### src/rtl/sseg_pkg.sv
// Shared types and glyph constants for the seven-segment scan capture block.
// Patterns are lit-high, segment a in bit 6 down to g in bit 0.
package sseg_pkg;

    typedef struct packed {
        logic       valid;
        logic [3:0] value;
    } glyph_t;

    localparam logic [6:0] G_0  = 7'b1111110;
    localparam logic [6:0] G_1  = 7'b0110000;
    localparam logic [6:0] G_2  = 7'b1101101;
    localparam logic [6:0] G_3  = 7'b1111001;
    localparam logic [6:0] G_4  = 7'b0110011;
    localparam logic [6:0] G_5  = 7'b1011011;
    localparam logic [6:0] G_6  = 7'b1011111;
    localparam logic [6:0] G_7A = 7'b1110000;
    localparam logic [6:0] G_7B = 7'b1110010;
    localparam logic [6:0] G_7C = 7'b1110001;
    localparam logic [6:0] G_8  = 7'b1111111;
    localparam logic [6:0] G_9A = 7'b1110011;
    localparam logic [6:0] G_9B = 7'b1111011;
    localparam logic [6:0] G_AA = 7'b1110111;
    localparam logic [6:0] G_AB = 7'b1111101;
    localparam logic [6:0] G_B  = 7'b0011111;
    localparam logic [6:0] G_CA = 7'b1001110;
    localparam logic [6:0] G_CB = 7'b0001101;
    localparam logic [6:0] G_D  = 7'b0111101;
    localparam logic [6:0] G_EA = 7'b1001111;
    localparam logic [6:0] G_EB = 7'b1101111;
    localparam logic [6:0] G_F  = 7'b1000111;

endpackage

### src/rtl/sseg_glyph_decode.sv
// Combinational glyph decoder: lit-high segment pattern to hex value.
// Any pattern outside the glyph table reports valid = 0.
module sseg_glyph_decode
    import sseg_pkg::*;
(
    input  logic [6:0] lit_i,
    output logic       valid_o,
    output logic [3:0] value_o
);

    glyph_t res;

    always_comb begin
        res = '{valid: 1'b1, value: 4'h0};
        case (lit_i)
            G_0:                res.value = 4'h0;
            G_1:                res.value = 4'h1;
            G_2:                res.value = 4'h2;
            G_3:                res.value = 4'h3;
            G_4:                res.value = 4'h4;
            G_5:                res.value = 4'h5;
            G_6:                res.value = 4'h6;
            G_7A, G_7B, G_7C:   res.value = 4'h7;
            G_8:                res.value = 4'h8;
            G_9A, G_9B:         res.value = 4'h9;
            G_AA, G_AB:         res.value = 4'hA;
            G_B:                res.value = 4'hB;
            G_CA, G_CB:         res.value = 4'hC;
            G_D:                res.value = 4'hD;
            G_EA, G_EB:         res.value = 4'hE;
            G_F:                res.value = 4'hF;
            default:            res.valid = 1'b0;
        endcase
    end

    assign valid_o = res.valid;
    assign value_o = res.value;

endmodule

### src/rtl/sseg_scan_capture.sv
// Recovers the hex digits shown on a multiplexed seven-segment display
// by sampling its drive lines and committing each digit once stable.
module sseg_scan_capture
    import sseg_pkg::*;
#(
    parameter int N_DIGITS       = 8,
    parameter bit SEG_ACTIVE_LOW = 1'b1,
    parameter bit AN_ACTIVE_LOW  = 1'b1,
    parameter int STABLE_CNT     = 3
) (
    input  logic                  clk,
    input  logic                  rst,
    input  logic [6:0]            segments,
    input  logic                  dp,
    input  logic [N_DIGITS-1:0]   anodes,
    output logic [4*N_DIGITS-1:0] displayed_num,
    output logic [N_DIGITS-1:0]   digit_valid,
    output logic [N_DIGITS-1:0]   dp_out,
    output logic                  frame_done,
    output logic                  err_pattern,
    output logic                  err_multi_anode
);

    localparam int CW = $clog2(STABLE_CNT + 1);
    localparam int IW = (N_DIGITS > 1) ? $clog2(N_DIGITS) : 1;
    localparam logic [CW-1:0] CNT_MAX = CW'(STABLE_CNT);
    localparam logic [CW-1:0] CNT_ONE = CW'(1);

    logic [6:0]          seg_lit;
    logic                dp_lit;
    logic [N_DIGITS-1:0] an_sel;
    logic                multi;
    logic                single;
    logic [IW-1:0]       idx;
    logic                dec_valid;
    logic [3:0]          dec_value;
    logic [4:0]          sample;
    logic                hit;
    logic [CW-1:0]       cur_cnt;
    logic [CW-1:0]       cnt_d;
    logic                commit;
    logic [N_DIGITS-1:0] seen_d;

    logic [4*N_DIGITS-1:0] disp_q;
    logic [N_DIGITS-1:0]   valid_q;
    logic [N_DIGITS-1:0]   dpo_q;
    logic [N_DIGITS-1:0]   seen_q;
    logic                  frame_q;
    logic                  errp_q;
    logic                  errm_q;
    logic [4:0]            cand_q [N_DIGITS];
    logic [CW-1:0]         cnt_q  [N_DIGITS];

    assign seg_lit = SEG_ACTIVE_LOW ? ~segments : segments;
    assign dp_lit  = SEG_ACTIVE_LOW ? ~dp : dp;
    assign an_sel  = AN_ACTIVE_LOW ? ~anodes : anodes;

    // Power-of-two test: more than one bit set means a scan overlap.
    assign multi  = (an_sel & (an_sel - 1'b1)) != '0;
    assign single = (|an_sel) && !multi;

    always_comb begin
        idx = '0;
        for (int i = 0; i < N_DIGITS; i++) begin
            if (an_sel[i]) idx = IW'(i);
        end
    end

    sseg_glyph_decode u_dec (
        .lit_i   (seg_lit),
        .valid_o (dec_valid),
        .value_o (dec_value)
    );

    assign sample  = {dec_value, dp_lit};
    assign hit     = (cand_q[idx] == sample);
    assign cur_cnt = cnt_q[idx];
    assign seen_d  = seen_q | an_sel;

    always_comb begin
        cnt_d = CNT_ONE;
        if (hit) begin
            cnt_d = (cur_cnt == CNT_MAX) ? cur_cnt : cur_cnt + CNT_ONE;
        end
    end

    assign commit = (cnt_d == CNT_MAX);

    always_ff @(posedge clk) begin
        if (rst) begin
            disp_q  <= '0;
            valid_q <= '0;
            dpo_q   <= '0;
            seen_q  <= '0;
            frame_q <= 1'b0;
            errp_q  <= 1'b0;
            errm_q  <= 1'b0;
            for (int i = 0; i < N_DIGITS; i++) begin
                cand_q[i] <= '0;
                cnt_q[i]  <= '0;
            end
        end else begin
            frame_q <= 1'b0;
            errp_q  <= 1'b0;
            errm_q  <= 1'b0;
            if (multi) begin
                errm_q <= 1'b1;
                for (int i = 0; i < N_DIGITS; i++) begin
                    cnt_q[i] <= '0;
                end
            end else if (single) begin
                if (!dec_valid) begin
                    errp_q     <= 1'b1;
                    cnt_q[idx] <= '0;
                end else begin
                    cand_q[idx] <= sample;
                    cnt_q[idx]  <= cnt_d;
                    if (commit) begin
                        disp_q[4*idx +: 4] <= dec_value;
                        dpo_q[idx]         <= dp_lit;
                        valid_q[idx]       <= 1'b1;
                    end
                    if (&seen_d) begin
                        frame_q <= 1'b1;
                        seen_q  <= '0;
                    end else begin
                        seen_q <= seen_d;
                    end
                end
            end
        end
    end

    assign displayed_num   = disp_q;
    assign digit_valid     = valid_q;
    assign dp_out          = dpo_q;
    assign frame_done      = frame_q;
    assign err_pattern     = errp_q;
    assign err_multi_anode = errm_q;

endmodule

### config.mk
export PLATFORM = sky130hd
export DESIGN_NAME = sseg_scan_capture
export DESIGN_NICKNAME = d
export VERILOG_FILES = /design/src/rtl/sseg_pkg.sv /design/src/rtl/sseg_glyph_decode.sv /design/src/rtl/sseg_scan_capture.sv
export SDC_FILE = /design/constraint.sdc
export NUM_CORES = 1
export LEC_CHECK = 0
export CORE_MARGIN = 5
export CORE_UTILIZATION = 35
export DETAILED_ROUTE_END_ITERATION = 12
export GPL_ROUTABILITY_DRIVEN = 0
export MAX_ROUTING_LAYER = met4
export SLEW_MARGIN = 20
export SYNTH_ARGS = -nofsm -noshare
export SYNTH_HDL_FRONTEND = slang
export SYNTH_SLANG_ARGS = --single-unit
export TNS_END_PERCENT = 100
### constraint.sdc
create_clock -name clk -period 3.9 [get_ports clk]
set_clock_uncertainty 0.2 [all_clocks]
set_input_delay 0.39 -clock clk [delete_from_list [all_inputs] [get_ports clk]]
set_output_delay 0.39 -clock clk [all_outputs]
set_load 0.1 [all_outputs]
==> impl_metrics.ini <==
[yosys]
yosysSeqAreaShare_pct = 48.3
ys_types = 61
yosys_warnings = 0
syn-instance-count = 574
synth_area_um2 = 5930
synth_edf_count = 56
synthFlopType = dfxtp_1
synth.avg_cell_area_um2 = 10.3
syn_nets = 594
async_reset_ff_share_pct = 0
ys_ff_latch = 115

[pwr]
switching_share_pct = 24.8
p_sw_uw = 736
cellLeakagePower_uw = 0.00290
seqPwrFrac_pct = 43.6
cell_internal_pwr_uw = 2230
p_comb_share_pct = 9.9
p_per_area_nw_per_um2 = 395
ir_drop_mv = 0.321
p_clk_share_pct = 46.6

[cts]
clk_latency_ns = 0.41
path_clk_slew_ns = 0.06
cts.sink_count = 115
ctsHoldBuffers = 0
cts_resized = 0
htreeDepth = 4
clockRootBuffer = clkbuf_16
cts_tree = built
cts_max_path_buffers = 2
post-cts-setup-buffers = 0
numCtsBuffers = 17

[sta]
whs_ns = 0.251
period_minus_slack_ns = 3.37
fmax_ghz = 0.297
finalMaxSlewViolations = 0
rsz0062_at_grt = no
tns_ns = 0
fin_crit_sh_pct = 86.4
relSlewSlack_pct = 33.0
finalSetupViolations = 0
finalHoldViolations = 0
worstMarginPinSlew_ns = 1.00

[drt]
drt-pass1-iter-count = 7
viasPerCell = 5.15
vias = 4581
wl_per_cell_um = 17.0
ant_nets = 0
drc = 0
drt_iter0_markers = 300
wl_mm = 15.1

[worst_setup_path]
crit_required_ns = 4.03
start_kind = input pin
end_kind = register
crit_fanout = 25
worstSetupPathType = input pin to register
critPathArrivalTime_ns = 3.50

[placement]
dp_hpwl_mm = 10.9
port-buffer-count = 68

[floorplan]
die_y_um = 140
die_x_um = 140
ios = 69
core_area_um2 = 16600
initial_core_util_pct = 35.8
die_area_um2 = 19600
num_rows = 47

[global_route]
track_usage_pct = 16.1
grt_max_degree = 68
grt_pass1_vias = 4641
grt_overflow_total = 0
antenna_found_initial = 0
grt_first_pass_wirelength_mm = 24.6

[final_layout]
num-nets-final = 676
n_fill_cell = 1568
syn_to_final_growth_pct = 26.6
antennaDiodeCount = 0
drive_gt1_share_pct = 13.3

[flow_run]
drv_cap = 0

[outcome]
outcome = finished clean

[min_path]
hp-class = register to register
[cell type report]
class	instances	area, um2	share of cell area (%)
sequential	115	2860	38.1
tap	220	275	3.67
timing repair buffer	104	988	13.2
multi-input combinational	403	2790	37.2
inverter	15	56.3	0.750
clock buffer	20	450	6.00
clock inverter	12	80.1	1.07
[stage by stage]
step	util, %	power (uW)	worst slack (ns)	instance area [um2]	cells
3_3_place_gp	42.1	1600	0.215	6980	857
6_report	45.3	2970	0.529	7510	889
4_1_cts	45.3	3000	0.549	7510	889
3_5_place_dp	42.1	1610	0.128	6980	857
5_1_grt	45.3	3080	0.313	7510	889
2_1_floorplan	-	1510	0.839	5930	574
[power by group through the flow]
stage | clock network [uW] | logic [uW] | registers [uW]
global placement | 0 | 287 | 1320
CTS | 1410 | 293 | 1290
detailed placement | 0 | 291 | 1320
floorplan | 0 | 193 | 1320
finish | 1380 | 293 | 1290
global route | 1470 | 315 | 1290
[routing by layer]
metal / vias up / global-route usage (%) / routed length (um)
met2: 147 / 24.2 / 6910
met3: 15 / 4.50 / 912
met5: - / - / 0
met4: 0 / 4.33 / 178
li1: 2230 / - / -
met1: 2189 / 21.5 / 7130
[cell families (layout without fill, tap and decap cells)]
group           after synthesis  after routing  synth area share (%)
simple gates                248            248                  25.3
flops                       115            115                  48.3
compound gates               85             85                  10.0
mux                          62             62                  10.5
buf+inv                      56            151                  4.62
fa+ha+maj                     4              4                 0.759
xor+xnor                      4              4                 0.591
[sequential cells by signal (all words and copies together), names as in the netlist]
name             count
cand_q              40
cnt_q               16
digit_valid          8
displayed_num       32
dp_out               8
err_multi_anode      1
err_pattern          1
frame_done           1
seen_q               8
[synthesized netlist by cell type, drive strengths merged (11+ instances only)]
library cell | number | area share, %
nor2b | 12 | 1.3
dfxtp | 59 | 20
nand4 | 15 | 3.4
a21oi | 12 | 1.0
nor2 | 67 | 4.2
nand2 | 26 | 1.6
nor3 | 15 | 1.3
o21ai | 19 | 1.6
o21a | 11 | 1.4
mux2i | 60 | 10
clkbuf | 22 | 1.4
inv | 14 | 0.89
nand3 | 12 | 1.0
buf | 19 | 2.3
edfxtp | 56 | 28
nand2b | 58 | 6.1
[worst paths after layout]
check / from / to / slack, ns / cells past startpoint
setup reg to reg: cand_q[5][2]$_SDFFCE_PN0P_ / displayed_num[1]$_SDFFE_PP0P_ / 1.38 / 8
hold reg to reg: digit_valid[1]$_SDFFE_PP0P_ / digit_valid[1]$_SDFFE_PP0P_ / 0.25 / 2
hold / removal: digit_valid[1]$_SDFFE_PP0P_ / digit_valid[1]$_SDFFE_PP0P_ / 0.25 / 2
setup / recovery: anodes[6] / displayed_num[1]$_SDFFE_PP0P_ / 0.53 / 11
[cells in the final DEF, fill, tap and decap left out, types with 12 or more instances in the layout]
cell and n:
clkbuf_16 17, a21oi_1 12, inv_1 14, clkdlybuf4s50_1 68
mux2i_1 60, buf_4 33, nand3_1 12, nor3_1 15
nor2_1 67, o21ai_0 16, nand2_1 26, nor2b_1 12
nand2b_1 58, edfxtp_1 56, dfxtp_1 59
[worst max-delay path, stage by stage]
cell             delay [ns]
clkdlybuf4s50_1        0.68
nor2b_1                0.16
a41oi_4                0.22
buf_12                 0.24
mux2i_1                0.32
o22ai_2                0.12
o21a_1                 0.21
nor4_4                 0.31
buf_12                 0.23
and4_1                 0.35
mux2i_1                0.25
(Power assumes the default switching activity.)
